<file path="src/rtl/fetch_unit_if.sv">
// Bundle of the fetch unit's memory-side and consumer-side handshakes.
// The master modport is the fetch unit; the slave modport is memory plus the decode stage.
interface fetch_unit_if;
    logic [15:0] mem_address;
    logic        mem_read;
    logic [15:0] mem_rdata;
    logic        mem_resp;
    logic [15:0] inst_word;
    logic [15:0] inst_pc;
    logic        inst_valid;
    logic        inst_ready;
    logic        redirect;
    logic [15:0] redirect_pc;

    modport master (
        output mem_address, mem_read, inst_word, inst_pc, inst_valid,
        input  mem_rdata, mem_resp, inst_ready, redirect, redirect_pc
    );

    modport slave (
        input  mem_address, mem_read, inst_word, inst_pc, inst_valid,
        output mem_rdata, mem_resp, inst_ready, redirect, redirect_pc
    );
endinterface

</file>
<file path="src/rtl/fetch_unit.sv">
// LC-3b instruction fetch unit feeding a small prefetch buffer.
// Define FETCH_PREFETCH_BUF_EN for a 2-entry buffer; otherwise a single holding register.
module fetch_unit (
    input  logic         clk,
    input  logic         reset,
    fetch_unit_if.master bus
);

`ifdef FETCH_PREFETCH_BUF_EN
    localparam logic [1:0] DEPTH = 2'd2;
`else
    localparam logic [1:0] DEPTH = 2'd1;
`endif

    typedef enum logic [1:0] {IDLE, FETCH, HOLD, DROP} state_t;

    state_t      state;
    logic [15:0] fetch_pc;
    logic [15:0] drop_pc;
    logic [15:0] buf_word [2];
    logic [15:0] buf_pc   [2];
    logic        head;
    logic        tail;
    logic [1:0]  count;

    logic        push;
    logic        pop;
    logic [1:0]  count_after;
    logic [15:0] pc_plus2;
    logic [15:0] redirect_target;

    // Pointers only move in the two-entry build; the single-register build pins them at 0.
    function automatic logic next_ptr(input logic p);
        return (DEPTH == 2'd2) ? ~p : 1'b0;
    endfunction

    always_comb begin
        push        = (state == FETCH) && bus.mem_resp && !bus.redirect;
        pop         = (count != 2'd0) && bus.inst_ready && !bus.redirect;
        count_after = count + {1'b0, push} - {1'b0, pop};
    end

    assign pc_plus2        = fetch_pc + 16'd2;
    assign redirect_target = bus.redirect_pc & 16'hFFFE;

    // A redirect empties the buffer outright; a read already on the bus cannot be
    // cancelled, so DROP waits for its response and throws the data away.
    always_ff @(posedge clk) begin
        if (reset) begin
            state    <= IDLE;
            fetch_pc <= 16'h0000;
            drop_pc  <= 16'h0000;
            head     <= 1'b0;
            tail     <= 1'b0;
            count    <= 2'd0;
            for (int i = 0; i < 2; i++) begin
                buf_word[i] <= 16'h0000;
                buf_pc[i]   <= 16'h0000;
            end
        end else begin
            if (push) begin
                buf_word[tail] <= bus.mem_rdata;
                buf_pc[tail]   <= pc_plus2;
                tail           <= next_ptr(tail);
            end
            if (pop) begin
                head <= next_ptr(head);
            end
            count <= count_after;
            if (bus.redirect) begin
                head  <= 1'b0;
                tail  <= 1'b0;
                count <= 2'd0;
            end

            case (state)
                IDLE: begin
                    state <= FETCH;
                    if (bus.redirect) begin
                        fetch_pc <= redirect_target;
                    end
                end
                FETCH: begin
                    if (bus.redirect) begin
                        if (bus.mem_resp) begin
                            fetch_pc <= redirect_target;
                        end else begin
                            drop_pc <= redirect_target;
                            state   <= DROP;
                        end
                    end else if (bus.mem_resp) begin
                        fetch_pc <= pc_plus2;
                        state    <= (count_after < DEPTH) ? FETCH : HOLD;
                    end
                end
                HOLD: begin
                    if (bus.redirect) begin
                        fetch_pc <= redirect_target;
                        state    <= FETCH;
                    end else if (count_after < DEPTH) begin
                        state <= FETCH;
                    end
                end
                DROP: begin
                    if (bus.mem_resp) begin
                        fetch_pc <= bus.redirect ? redirect_target : drop_pc;
                        state    <= FETCH;
                    end else if (bus.redirect) begin
                        drop_pc <= redirect_target;
                    end
                end
                default: state <= IDLE;
            endcase
        end
    end

    assign bus.mem_address = fetch_pc;
    assign bus.mem_read    = (state == FETCH) || (state == DROP);
    assign bus.inst_valid  = (count != 2'd0);
    assign bus.inst_word   = buf_word[head];
    assign bus.inst_pc     = buf_pc[head];

endmodule

</file>
<file path="src/flat_wrapper.sv">
// flat-port wrapper written by rule: the top's interface ports become plain ports
module fetch_unit_flat 
  (clk, reset, bus_mem_address, bus_mem_read, bus_inst_word, bus_inst_pc, bus_inst_valid, bus_mem_rdata, bus_mem_resp, bus_inst_ready, bus_redirect, bus_redirect_pc);
  fetch_unit_if bus_i ();
  input  logic clk;
  input  logic reset;
  output wire logic [$bits(bus_i.mem_address)-1:0] bus_mem_address;
  output wire logic [$bits(bus_i.mem_read)-1:0] bus_mem_read;
  output wire logic [$bits(bus_i.inst_word)-1:0] bus_inst_word;
  output wire logic [$bits(bus_i.inst_pc)-1:0] bus_inst_pc;
  output wire logic [$bits(bus_i.inst_valid)-1:0] bus_inst_valid;
  input wire logic [$bits(bus_i.mem_rdata)-1:0] bus_mem_rdata;
  input wire logic [$bits(bus_i.mem_resp)-1:0] bus_mem_resp;
  input wire logic [$bits(bus_i.inst_ready)-1:0] bus_inst_ready;
  input wire logic [$bits(bus_i.redirect)-1:0] bus_redirect;
  input wire logic [$bits(bus_i.redirect_pc)-1:0] bus_redirect_pc;
  assign bus_mem_address = bus_i.mem_address;
  assign bus_mem_read = bus_i.mem_read;
  assign bus_inst_word = bus_i.inst_word;
  assign bus_inst_pc = bus_i.inst_pc;
  assign bus_inst_valid = bus_i.inst_valid;
  assign bus_i.mem_rdata = bus_mem_rdata;
  assign bus_i.mem_resp = bus_mem_resp;
  assign bus_i.inst_ready = bus_inst_ready;
  assign bus_i.redirect = bus_redirect;
  assign bus_i.redirect_pc = bus_redirect_pc;
  fetch_unit u_core (.clk(clk), .reset(reset), .bus(bus_i));
endmodule
</file>
<file path="config.mk">
export PLATFORM = sky130hd
export DESIGN_NAME = fetch_unit_flat
export DESIGN_NICKNAME = d
export VERILOG_FILES = /design/src/rtl/fetch_unit_if.sv /design/src/rtl/fetch_unit.sv /design/src/flat_wrapper.sv
export SDC_FILE = /design/constraint.sdc
export NUM_CORES = 1
export LEC_CHECK = 0
export CAP_MARGIN = 20
export CORE_UTILIZATION = 45
export CTS_CLUSTER_DIAMETER = 60
export DETAILED_ROUTE_END_ITERATION = 12
export PLACE_DENSITY = 0.84
export SLEW_MARGIN = 10
export SYNTH_ARGS = -nofsm -noshare
export SYNTH_HDL_FRONTEND = slang
export SYNTH_SLANG_ARGS = --single-unit
</file>
<file path="constraint.sdc">
create_clock -name clk -period 2.4 [get_ports clk]
set_clock_uncertainty 0.1 [all_clocks]
set_input_delay 0.6 -clock clk [delete_from_list [all_inputs] [get_ports clk]]
set_output_delay 0.6 -clock clk [all_outputs]
set_load 0.01 [all_outputs]
</file>
==> flow_summary.yaml <==
status:
  status: "finished clean"
drt:
  drt_iter0_markers: 163
  antenna_left: 0
  drtPass1Iterations: 5
  wl_um: 7968
  wl_per_cell_um: 14.33
  vias: 2956
  drc_errors: 0
  viasPerCell: 5.317
placed_design:
  io_buffers: 85
  routabilityCongestion: 0.7975
  dp.cells: 540
  dp_hpwl_um: 5931
global_routing:
  grt_pass1_wl_um: 12490
  grt_overflow_total: 0
  grt_use_total_pct: 20.70
  first_global_vias: 2704
  grt_max_degree: 39
  antenna_found_initial: 0
cts:
  hold_buffers: 0
  cts_tree: "built"
  post_cts_buffers: 0
  clk_latency_ps: 340
  clkTransAtPathRegs_ps: 70
  clock-root-buffer: "clkbuf_8"
  cts_resized: 0
  clk_path_buf_depth: 2
  cts_made_buffers: 9
  clock_sink_count: 68
  htreeDepth: 3
synth:
  synth_top_area_share_pct: 28.40
  synth_enable_flop_cells: 32
  synth_cells: 361
  synth_area_leaders: "edfxtp_1, dfxtp_1, nand2_1"
  synth_fa_ha_area_share_pct: 1.109
  muxShareOfSynthArea_pct: 0.8876
  dominantRegCellSynth: "dfxtp_1"
  synth-seq-cells: 68
  synth_area_um2: 3383
  synth_warnings: 0
  syn_area_per_cell_um2: 9.372
  synth_compound_area_share_pct: 17.53
  yosysTopAreaCell: "edfxtp_1"
  synth_xor_xnor_area_share_pct: 2.330
  synth_simple_gate_area_share_pct: 23.56
  synth_most_common_cell: "nand2_1"
  yosys.cell_types.count: 52
  yosysSeqAreaShare_pct: 49.70
  synth_top_family_by_area: "simple AND/OR/NAND/NOR gates"
  async_reset_ff_share_pct: 0
  yosys-top-cells-count: "nand2_1, nor2_1, dfxtp_1"
  syn_nets: 401
worst_hold_path:
  hold_start: "u_core.drop_pc[13]$_SDFFE_PP0P_"
  hp-class: "flip-flop to flip-flop"
  holdPathEnd: "u_core.drop_pc[13]$_SDFFE_PP0P_"
  min_path_cells: 2
floorplanning:
  ioPinCount: 87
  placeableCoreArea_um2: 7253
  start_util_pct: 46.64
  dieArea_um2: 7869
  rows: 31
  chipWidth_um: 88.71
  die_h_um: 88.71
setup_path:
  rr_worst_depth: 9
  reg2reg_to: "u_core.state[1]$_SDFFE_PP0P_"
  criticalPathCategory: "input port to flip-flop"
  cp-end-kind: "flip-flop"
  cp.arrival_ps: 2420
  r2r_start: "u_core.count[0]$_SDFF_PP0_"
  crit_path_start_kind: "input port"
  cp.required_ps: 2540
  cp_max_fo: 3
  cp-startpoint: "bus_redirect"
  ff2ff_setup_slack_ps: 250
sta:
  slew_headroom_pct: 56.67
  max_freq_ghz: 0.4379
  final-max-slew-violation-count: 0
  finalCritPeriodShare_pct: 95.16
  finalHoldViolCount: 0
  setup_violations: 0
  min_period_ps: 2284
  worst_pin_slew_ps: 631.8
  rsz0062_at_grt: "false"
finish:
  area.sequential_um2: 1682
  nets: 492
  syn_to_final_growth_pct: 37.06
  nFillCells: 580
  utilization_pct: 63.93
  antennaDiodeCount: 0
  multi_input_area_um2: 1536
  instances_no_fill: 556
  final_layout_size_suffix_gt1_share_pct: 10.50
power:
  ir_worst_vdd_mv: 0.3092
  power_mw: 2.821
  power_density_nw_per_um2: 608.4
  cellLeakagePower_nw: 1.710
run:
  max_cap_viol_count: 0
-- routing by layer --
metal	up-vias	track usage, %	part of all wire, %
met5	-	0	0
met2	101	33.57	47
met3	14	4.757	5.6
met1	1383	26.57	45
met4	0	8.798	1.9
li1	1458	-	-
-- cell families (layout without fill, tap and decap cells) --
group           Yosys count  after routing
compound gates           92             92
mux                       3              3
buf+inv                  39            135
xor+xnor                  9              9
simple gates            147            147
fa+ha+maj                 3              3
flops                    68             68
-- cell type report --
| class | instances | area share [%] |
|---|---|---|
| Tap cell | 99 | 2.671 |
| Inverter | 15 | 1.214 |
| Clock buffer | 11 | 2.833 |
| Timing Repair Buffer | 104 | 22.23 |
| Multi-Input combinational cell | 254 | 33.14 |
| Sequential cell | 68 | 36.27 |
| Clock inverter | 5 | 1.646 |
-- registers in the layout, summed over array words and instances (netlist names) --
| name | flops |
|---|---|
| u_core.state | 2 |
| u_core.buf_pc | 16 |
| u_core.buf_word | 16 |
| u_core.count | 2 |
| u_core.drop_pc | 16 |
| u_core.bus.mem_address | 16 |
-- metrics by stage --
stage                     hold WS [ps]  cell area, µm²  TNS [ps]  worst slack [ps]
after CTS                        353.3            4637         0             123.4
final                            354.2            4637         0             116.2
after global routing             373.0            4637         0             45.98
after detailed placement         343.5            4429     -4741            -223.7
after global placement           340.0            4429     -3259            -156.2
after floorplan                  332.8            3383         0             193.1
-- worst max-delay path, stage by stage --
cell	delay, ps
clkdlybuf4s50_1	490
inv_2	40
and3_1	140
ha_1	260
inv_1	40
ha_1	190
xor2_1	160
xnor2_1	270
o2bb2ai_1	150
nand2_1	70
-- cells in the final DEF (no fill, tap or decap), drive strengths merged, types with 5 or more instances in the layout --
cell type and instances:
a211oi 6, a21oi 22, a221oi 5, and2 18, buf 19, clkbuf 11
clkdlybuf4s50 85, dfxtp 36, edfxtp 32, inv 15, nand2 45, nand3 5
nor2 40, nor2b 10, nor3 8, nor4 5, o21a 9, o21ai 24
o31ai 9, xnor2 7
-- power by group --
part | switching (mW) | total [mW] | internal, mW
sequential | 0.0608 | 1.34 | 1.28
clock | 0.431 | 1.01 | 0.581
combinational | 0.221 | 0.469 | 0.248
-- worst max-delay path by stage --
| stage | end | slack (ps) | cells past startpoint |
|---|---|---|---|
| 2_1_floorplan | u_core.state[1]$_SDFFE_PP0P_ | 190 | 10 |
| 3_3_place_gp | u_core.state[1]$_SDFFE_PP0P_ | -160 | 10 |
| 3_5_place_dp | u_core.state[1]$_SDFFE_PP0P_ | -220 | 10 |
| 4_1_cts | u_core.state[0]$_SDFFE_PP0P_ | 120 | 10 |
| 5_1_grt | u_core.state[0]$_SDFFE_PP0P_ | 50 | 10 |
| 6_report | u_core.state[1]$_SDFFE_PP0P_ | 120 | 10 |
Note: power is estimated with default switching activity, not from simulation.
